### config.mk
export PLATFORM = sky130hd
export DESIGN_NAME = iccm_loader
export DESIGN_NICKNAME = d
export VERILOG_FILES = /design/src/rtl/iccm_loader.sv
export SDC_FILE = /design/constraint.sdc
export NUM_CORES = 1
export LEC_CHECK = 0
export BUFFER_PORTS_ARGS = -buffer_cell sky130_fd_sc_hd__buf_4
export CORE_UTILIZATION = 55
export DETAILED_ROUTE_END_ITERATION = 10
export HOLD_SLACK_MARGIN = 0.05
export PLACE_DENSITY = 0.78
export SYNTH_ARGS = -nofsm -noshare
export SYNTH_HDL_FRONTEND = slang
export SYNTH_SLANG_ARGS = --single-unit
### constraint.sdc
create_clock -name clk_i -period 2.59 [get_ports clk_i]
set_input_delay 0.518 -clock clk_i [delete_from_list [all_inputs] [get_ports clk_i]]
set_output_delay 0.518 -clock clk_i [all_outputs]
set_load 0.02 [all_outputs]
### src/rtl/iccm_loader.sv
// Boot loader that turns a UART byte stream into 32-bit ICCM writes.
// Holds the core's program reset low until an end marker arrives or the memory is full.
module iccm_loader #(
    parameter int unsigned AW       = 12,
    parameter logic [31:0] END_WORD = 32'h0000_0FFF
) (
    input  logic          clk_i,
    input  logic          rst_ni,
    input  logic [7:0]    rx_byte_i,
    input  logic          rx_valid_i,
    output logic [AW-1:0] addr_o,
    output logic [31:0]   wdata_o,
    output logic          we_o,
    output logic          prog_rst_no,
    output logic          done_o
);

    typedef enum logic {
        S_LOAD = 1'b0,
        S_DONE = 1'b1
    } state_e;

    localparam logic [AW-1:0] PTR_MAX = '1;
    localparam logic [AW-1:0] PTR_ONE = AW'(1);

    state_e        state_q, state_d;
    logic [1:0]    cnt_q, cnt_d;
    logic [23:0]   asm_q, asm_d;
    logic [AW-1:0] ptr_q, ptr_d;
    logic [AW-1:0] addr_q, addr_d;
    logic [31:0]   wdata_q, wdata_d;
    logic          we_q, we_d;
    logic [31:0]   word;

    // The fourth byte completes the word directly from the input, so no extra cycle is spent.
    assign word = {rx_byte_i, asm_q};

    // NOTE: every variable gets a default before any branch, so no latch is inferred.
    always_comb begin
        state_d = state_q;
        cnt_d   = cnt_q;
        asm_d   = asm_q;
        ptr_d   = ptr_q;
        addr_d  = addr_q;
        wdata_d = wdata_q;
        we_d    = 1'b0;

        if (state_q == S_LOAD && rx_valid_i) begin
            cnt_d = cnt_q + 2'd1;
            case (cnt_q)
                2'd0: asm_d[7:0]   = rx_byte_i;
                2'd1: asm_d[15:8]  = rx_byte_i;
                2'd2: asm_d[23:16] = rx_byte_i;
                default: begin
                    if (word == END_WORD) begin
                        state_d = S_DONE;
                    end else begin
                        wdata_d = word;
                        addr_d  = ptr_q;
                        we_d    = 1'b1;
                        // A full memory ends the load; the pointer never wraps back to 0.
                        if (ptr_q == PTR_MAX) begin
                            state_d = S_DONE;
                        end else begin
                            ptr_d = ptr_q + PTR_ONE;
                        end
                    end
                end
            endcase
        end
    end

    // NOTE: sequential state uses non-blocking assignments so all flops update together.
    always_ff @(posedge clk_i or negedge rst_ni) begin
        if (!rst_ni) begin
            state_q <= S_LOAD;
            cnt_q   <= 2'd0;
            asm_q   <= 24'd0;
            ptr_q   <= '0;
            addr_q  <= '0;
            wdata_q <= 32'd0;
            we_q    <= 1'b0;
        end else begin
            state_q <= state_d;
            cnt_q   <= cnt_d;
            asm_q   <= asm_d;
            ptr_q   <= ptr_d;
            addr_q  <= addr_d;
            wdata_q <= wdata_d;
            we_q    <= we_d;
        end
    end

    assign addr_o      = addr_q;
    assign wdata_o     = wdata_q;
    assign we_o        = we_q;
    assign prog_rst_no = (state_q == S_DONE);
    assign done_o      = (state_q == S_DONE);

endmodule
==> summary.json, run 1 <==
{
  "sequential_cell_area_mm2": 0.002102,
  "width_of_the_die_um": 80.81,
  "synth_cell_types": 27,
  "total_area_of_multi_input_combinational_cells_mm2": 0.001231,
  "layout_commonest_cell": "sky130_fd_sc_hd__dfrtp_1",
  "worst_case_headroom_to_the_max_slew_limit_pct": 64.70,
  "diodes": 0,
  "die_area_mm2": 0.006529,
  "yosys_warnings": 0,
  "status": "completed",
  "synth.ff_latch_count": 84,
  "clock_skew_ps": 9.112,
  "finalWorstPathRequiredPeriod_ps": 2160,
  "clock_tree_from_tritoncts": "built",
  "design_power_total_mw": 4.999,
  "drt_wl_total_um": 6121,
  "clk_latency_ps": 340,
  "cts_root_buf": "sky130_fd_sc_hd__clkbuf_8",
  "core_mm2": 0.005956,
  "clock_sink_count": 84,
  "synth-async-reset-ratio_pct": 100.0,
  "final_layout_net_count": 308,
  "power_density_mw_per_mm2": 1204,
  "numCtsBuffers": 9,
  "gate_count_after_technology_mapping": 227,
  "grt.overflow.total": 0,
  "cts.repair_timing.setup_buffer_count": 0,
  "ios": 58,
  "grt_antenna_before_repair": 0,
  "post-route-period-util_pct": 83.41,
  "clock.fmax_mhz": 462.9,
  "routed-via-count": 2008,
  "route.detailed.wl_per_inst_um": 16.45,
  "clk_path_buf_depth": 2,
  "syn_nets": 243,
  "vdd.ir_drop.worst_v": 0.0007855,
  "synth_edf_count": 0,
  "dr.pass1.iters": 4,
  "slew_violations": 0,
  "finalSetupViolCount": 0,
  "final_layout_size_suffix_gt1_share_pct": 50.84,
  "ys_seq_area_share_pct": 61.54,
  "via_count_of_the_first_global_routing_pass": 1956,
  "antenna_left": 0,
  "final.setup.tns_ps": 0,
  "syn2layout_area_growth_pct": 21.50,
  "r2r_cells": 6,
  "post_synth_instance_area_mm2": 0.003416,
  "timing.critical_path.required_ps": 2820,
  "final_core_util_pct": 69.68,
  "timing.final.hold_violations": 0,
  "clock_transition_at_the_register_clock_pins_on_the_worst_setup_and_hold_paths_after_cts_ps": 80,
  "netlist.area_leader.share_pct": 61.54,
  "critPathMaxFanout": 12,
  "power_leakage_nw": 1.920,
  "grt_setup_unrepaired": "false",
  "hold_class": "primary input to async pin",
  "reg2reg_setup_slack_ps": 430,
  "grt_start_max_net_pins": 45,
  "synth-main-ff-cell": "sky130_fd_sc_hd__dfrtp_1",
  "rows": 28,
  "first_pass_grt_wire_length_um": 10030,
  "die-height_um": 80.81,
  "critical_path.endpoint_type": "register",
  "worst_pin_slew_ps": 529.5,
  "dp_hpwl_um": 4274,
  "finalWeightedCongestion": 0.7416,
  "route.detailed.drc": 0,
  "crit-reg2reg-launch": "asm_q[13]",
  "timing.critical_path.arrival_ps": 2390,
  "worst_flop_to_flop_path_endpoint": "ptr_q[2]",
  "drt_iter0_markers": 122,
  "number_of_instances_resized_during_post_cts_repair": 0,
  "floorplan.initialDensity_pct": 57.35,
  "critical_path_class": "register to register",
  "port_buffers": 57,
  "pre_cts_slack_ps": 413.9,
  "track_usage_pct": 21.08,
  "cts.hold.buffers_added": 0,
  "max_cap_viol_count": 0,
  "final.setup.worst_slack_ps": 429.6,
  "yosys.area.top_type": "sky130_fd_sc_hd__dfrtp_1",
  "n_fill_cell": 433,
  "mostFrequentLayoutCells": "sky130_fd_sc_hd__dfrtp_1 (84), sky130_fd_sc_hd__mux2_2 (69), sky130_fd_sc_hd__buf_4 (60)",
  "timing.critical_path.from_type": "register",
  "h_tree_level_count": 3,
  "synthesis.area_per_instance_um2": 15.05,
  "detail_route.vias_per_cell": 5.398,
  "synth_top_cells_by_area": "sky130_fd_sc_hd__dfrtp_1 (62%), sky130_fd_sc_hd__mux2_2 (23%), sky130_fd_sc_hd__xnor2_1 (2.8%)"
}
-- report_power, final --
part	internal (mW)	leakage (nW)	total [mW]	switching, mW
registers	1.85	1.04	2.20	0.355
clock network	0.569	0.107	1.00	0.435
logic	0.950	0.772	1.79	0.842
-- flip-flops by register name, indices dropped and copies added (netlist names) --
name and count:
ptr_q 12, cnt_q 2, addr_o 12, done_o 1, asm_q 24, wdata_o 32
we_o 1
-- critical path, stage by stage, from the launching register on --
cell and delay (ps):
sky130_fd_sc_hd__dfrtp_1 390, sky130_fd_sc_hd__or4b_1 590, sky130_fd_sc_hd__nor4_4 330, sky130_fd_sc_hd__a21oi_4 170
sky130_fd_sc_hd__buf_4 220, sky130_fd_sc_hd__and3_2 210, sky130_fd_sc_hd__xor2_1 130
-- final cells by class --
cell class                      instances  share of cell area (%)
Inverter                                4                  0.3618
Sequential cell                        84                   50.65
Multi-Input combinational cell        131                   29.67
Tap cell                               75                   2.261
Timing Repair Buffer                   62                   11.82
Clock inverter                          4                   1.749
Clock buffer                           12                   3.497
-- metal layers --
layer	vias to the layer above	wire length, um	global-route usage (%)
li1	945	-	-
met1	1018	2877	30.14
met2	36	2926	31.26
met3	9	221	5.056
met4	0	96	8.036
met5	-	0	0
-- how the worst max path moves through the flow --
stage                      endpoint  slack (ps)       from  cells after the start
after floorplan            ptr_q[1]         630   ptr_q[0]                      6
after global placement     ptr_q[2]         460  asm_q[13]                      6
after detailed placement   ptr_q[2]         410  asm_q[13]                      6
after CTS                  ptr_q[2]         410  asm_q[13]                      6
after global routing      ptr_q[11]         320   ptr_q[0]                      6
final                      ptr_q[2]         430  asm_q[13]                      6
-- kinds of logic after synthesis --
group,after synthesis,share of synthesized area [%]
flip-flops,84,61.54
buffers and inverters,12,2.637
adder cells (fa/ha/maj),5,1.832
AND/OR/NAND/NOR,41,7.326
XOR/XNOR,12,3.077
multiplexers,69,22.75
AO/OA/AOI/OAI,4,0.8426
-- cells in the mapped netlist (2+ instances only) --
cell type / n
sky130_fd_sc_hd__mux2_2: 69
sky130_fd_sc_hd__ha_1: 5
sky130_fd_sc_hd__nor2_1: 2
sky130_fd_sc_hd__and3_2: 3
sky130_fd_sc_hd__dfrtp_1: 84
sky130_fd_sc_hd__buf_4: 2
sky130_fd_sc_hd__nand3_1: 6
sky130_fd_sc_hd__nand4_1: 9
sky130_fd_sc_hd__buf_6: 5
sky130_fd_sc_hd__xnor2_1: 11
sky130_fd_sc_hd__nand2_1: 9
sky130_fd_sc_hd__nor4_1: 4
sky130_fd_sc_hd__inv_1: 4
-- stage by stage --
step | cells | instance area, um2 | hold slack (ps)
floorplan | 227 | 3416 | 222.4
global placement | 356 | 3933 | 491.5
detailed placement | 356 | 3933 | 496.9
CTS | 372 | 4150 | 167.3
global route | 372 | 4150 | 178.4
finish | 372 | 4150 | 148.5
Power figures use the tool's default switching activity.
==> run 2: changes to the inputs <==
--- a/config.mk
+++ b/config.mk
@@ -6,10 +6,10 @@
 export NUM_CORES = 1
 export LEC_CHECK = 0
 export BUFFER_PORTS_ARGS = -buffer_cell sky130_fd_sc_hd__buf_4
-export CORE_UTILIZATION = 55
+export CORE_UTILIZATION = 50
 export DETAILED_ROUTE_END_ITERATION = 10
 export HOLD_SLACK_MARGIN = 0.05
-export PLACE_DENSITY = 0.78
+export PLACE_DENSITY = 0.75
 export SYNTH_ARGS = -nofsm -noshare
 export SYNTH_HDL_FRONTEND = slang
 export SYNTH_SLANG_ARGS = --single-unit
==> constraint.sdc (replaced) <==
create_clock -name clk_i -period 1.85 [get_ports clk_i]
set_input_delay 0.37 -clock clk_i [delete_from_list [all_inputs] [get_ports clk_i]]
set_output_delay 0.37 -clock clk_i [all_outputs]
set_load 0.02 [all_outputs]
==> run 2 against run 1 <==
Effect of this change: the flow now finishes with violations (design-rule violations, negative setup slack); total power is 41% higher; via count is 6.3% higher; clock skew hardly changed; global-route usage is 0.98 points lower; die area is 9.8% higher; critical path depth stayed put; flip-flop and latch count stayed put.
==> summary.json, run 2 (synthesized netlist as in run 1, its figures left out) <==
{
  "drt_iter0_markers": 87,
  "finish.instance_area_mm2": 0.004302,
  "timing.final.hold_violations": 0,
  "area_after_detailed_placement_mm2": 0.004078,
  "drt_wl_total_um": 6496,
  "cts_root_buf": "sky130_fd_sc_hd__clkbuf_8",
  "largest_register_ff_count": 32,
  "timing.critical_path.required_ps": 2080,
  "worst_pin_slew_ps": 458.6,
  "status": "finished, violations left",
  "clock_transition_at_the_register_clock_pins_on_the_worst_setup_and_hold_paths_after_cts_ps": 80,
  "dp_hpwl_um": 4636,
  "clock_skew_ps": 9.131,
  "finalWeightedCongestion": 0.8026,
  "detail_route.vias_per_cell": 5.446,
  "n_fill_cell": 468,
  "routed-via-count": 2135,
  "hold-path-cell-count": 3,
  "crit_path_end": "ptr_q[1]",
  "grt_start_max_net_pins": 48,
  "hold_class": "primary input to register",
  "reg2reg_setup_slack_ps": -70,
  "port_buffers": 57,
  "clk_path_buf_depth": 2,
  "width_of_the_die_um": 84.66,
  "h_tree_level_count": 3,
  "vdd.ir_drop.worst_v": 0.001018,
  "post-route-period-util_pct": 103.7,
  "timing.critical_path.from_type": "register",
  "grt.overflow.total": 0,
  "final_layout_net_count": 327,
  "worst_flop_to_flop_path_endpoint": "ptr_q[1]",
  "timing.critical_path.arrival_ps": 2150,
  "die_area_mm2": 0.007166,
  "final_core_util_pct": 66.60,
  "layout_commonest_cell": "sky130_fd_sc_hd__dfrtp_1",
  "clk_latency_ps": 340,
  "critical_path_class": "register to register",
  "slew_violations": 0,
  "clock_tree_from_tritoncts": "built",
  "power_leakage_nw": 2.011,
  "core_mm2": 0.006459,
  "ios": 58,
  "post-place-cells": 376,
  "dr.pass1.iters": 7,
  "track_usage_pct": 20.11,
  "worst_case_headroom_to_the_max_slew_limit_pct": 69.15,
  "antenna_left": 0,
  "crit-reg2reg-launch": "asm_q[13]",
  "pre_cts_slack_ps": -124.6,
  "r2r_cells": 6,
  "route.detailed.wl_per_inst_um": 16.57,
  "final_cells": 392,
  "grt_antenna_before_repair": 0,
  "design_power_total_mw": 7.047,
  "clock_sink_count": 84,
  "final_layout_size_suffix_gt1_share_pct": 54.92,
  "grt_setup_unrepaired": "true",
  "clock.fmax_mhz": 521.4,
  "critPathMaxFanout": 14,
  "first_pass_grt_wire_length_um": 10980,
  "final.setup.tns_ps": -756.2,
  "power_density_mw_per_mm2": 1638,
  "critical_path.endpoint_type": "register",
  "finalSetupViolCount": 27,
  "failed_checks": "design-rule violations, negative setup slack",
  "syn2layout_area_growth_pct": 25.93,
  "final.setup.worst_slack_ps": -68.00,
  "die-height_um": 84.66,
  "via_count_of_the_first_global_routing_pass": 2160,
  "route.detailed.drc": 4,
  "mostFrequentLayoutCells": "sky130_fd_sc_hd__dfrtp_1 (84), sky130_fd_sc_hd__buf_4 (76), sky130_fd_sc_hd__mux2_2 (68)",
  "max_cap_viol_count": 0,
  "finalWorstPathRequiredPeriod_ps": 1918,
  "floorplan.initialDensity_pct": 52.89,
  "rows": 29,
  "diodes": 0,
  "hold_ws_ps": 302.0,
  "numCtsBuffers": 9,
  "crit_path_start": "asm_q[13]"
}
-- run 2: routing by layer --
metal  vias up  GRT usage (%)  wire length (um)
met5         -              0                 0
met4         0          9.861               144
met3        12          3.540               201
met2        46          29.12              3001
met1      1090          29.45              3149
li1        987              -                 -
-- run 2: repair_timing --
action	CTS	global route
pin swaps	0	1
resized for setup	6	0
hold buffers	1	0
buffers inserted	0	0
endpoints found under the hold margin	13	0
setup endpoints to repair	42	51
-- run 2: final cells by class --
cell class | count | area [um2] | share of cell area (%)
multi-input combinational | 131 | 1251 | 29.09
sequential | 84 | 2102 | 48.87
clock inverter | 5 | 52.55 | 1.222
clock buffer | 10 | 137.6 | 3.200
inverter | 4 | 15.01 | 0.3490
tap | 77 | 96.34 | 2.240
timing repair buffer | 81 | 646.9 | 15.04
-- run 2: report_power, final --
group	leakage (nW)	total, mW	internal, mW	switching, mW
Combinational	0.872	2.71	1.46	1.25
Clock	0.0979	1.27	0.646	0.624
Sequential	1.04	3.07	2.59	0.484
Total	2.01	7.05	4.69	2.36
-- run 2: worst max-delay path, cell delays in order (launching register included) --
cell and delay (ps):
sky130_fd_sc_hd__dfrtp_1 390, sky130_fd_sc_hd__or4b_4 550, sky130_fd_sc_hd__nor4_4 220, sky130_fd_sc_hd__a21oi_4 130
sky130_fd_sc_hd__buf_12 160, sky130_fd_sc_hd__nand2_4 60, sky130_fd_sc_hd__mux2_4 290
-- run 2: how the worst min path moves through the flow --
stage | start | end | slack [ps]
after floorplan | rst_ni | addr_o[0] | 70
after global placement | rst_ni | wdata_o[9] | 240
after detailed placement | rst_ni | wdata_o[9] | 230
after CTS | rx_valid_i | done_o | 280
after global routing | rx_valid_i | done_o | 300
final | rx_valid_i | done_o | 300
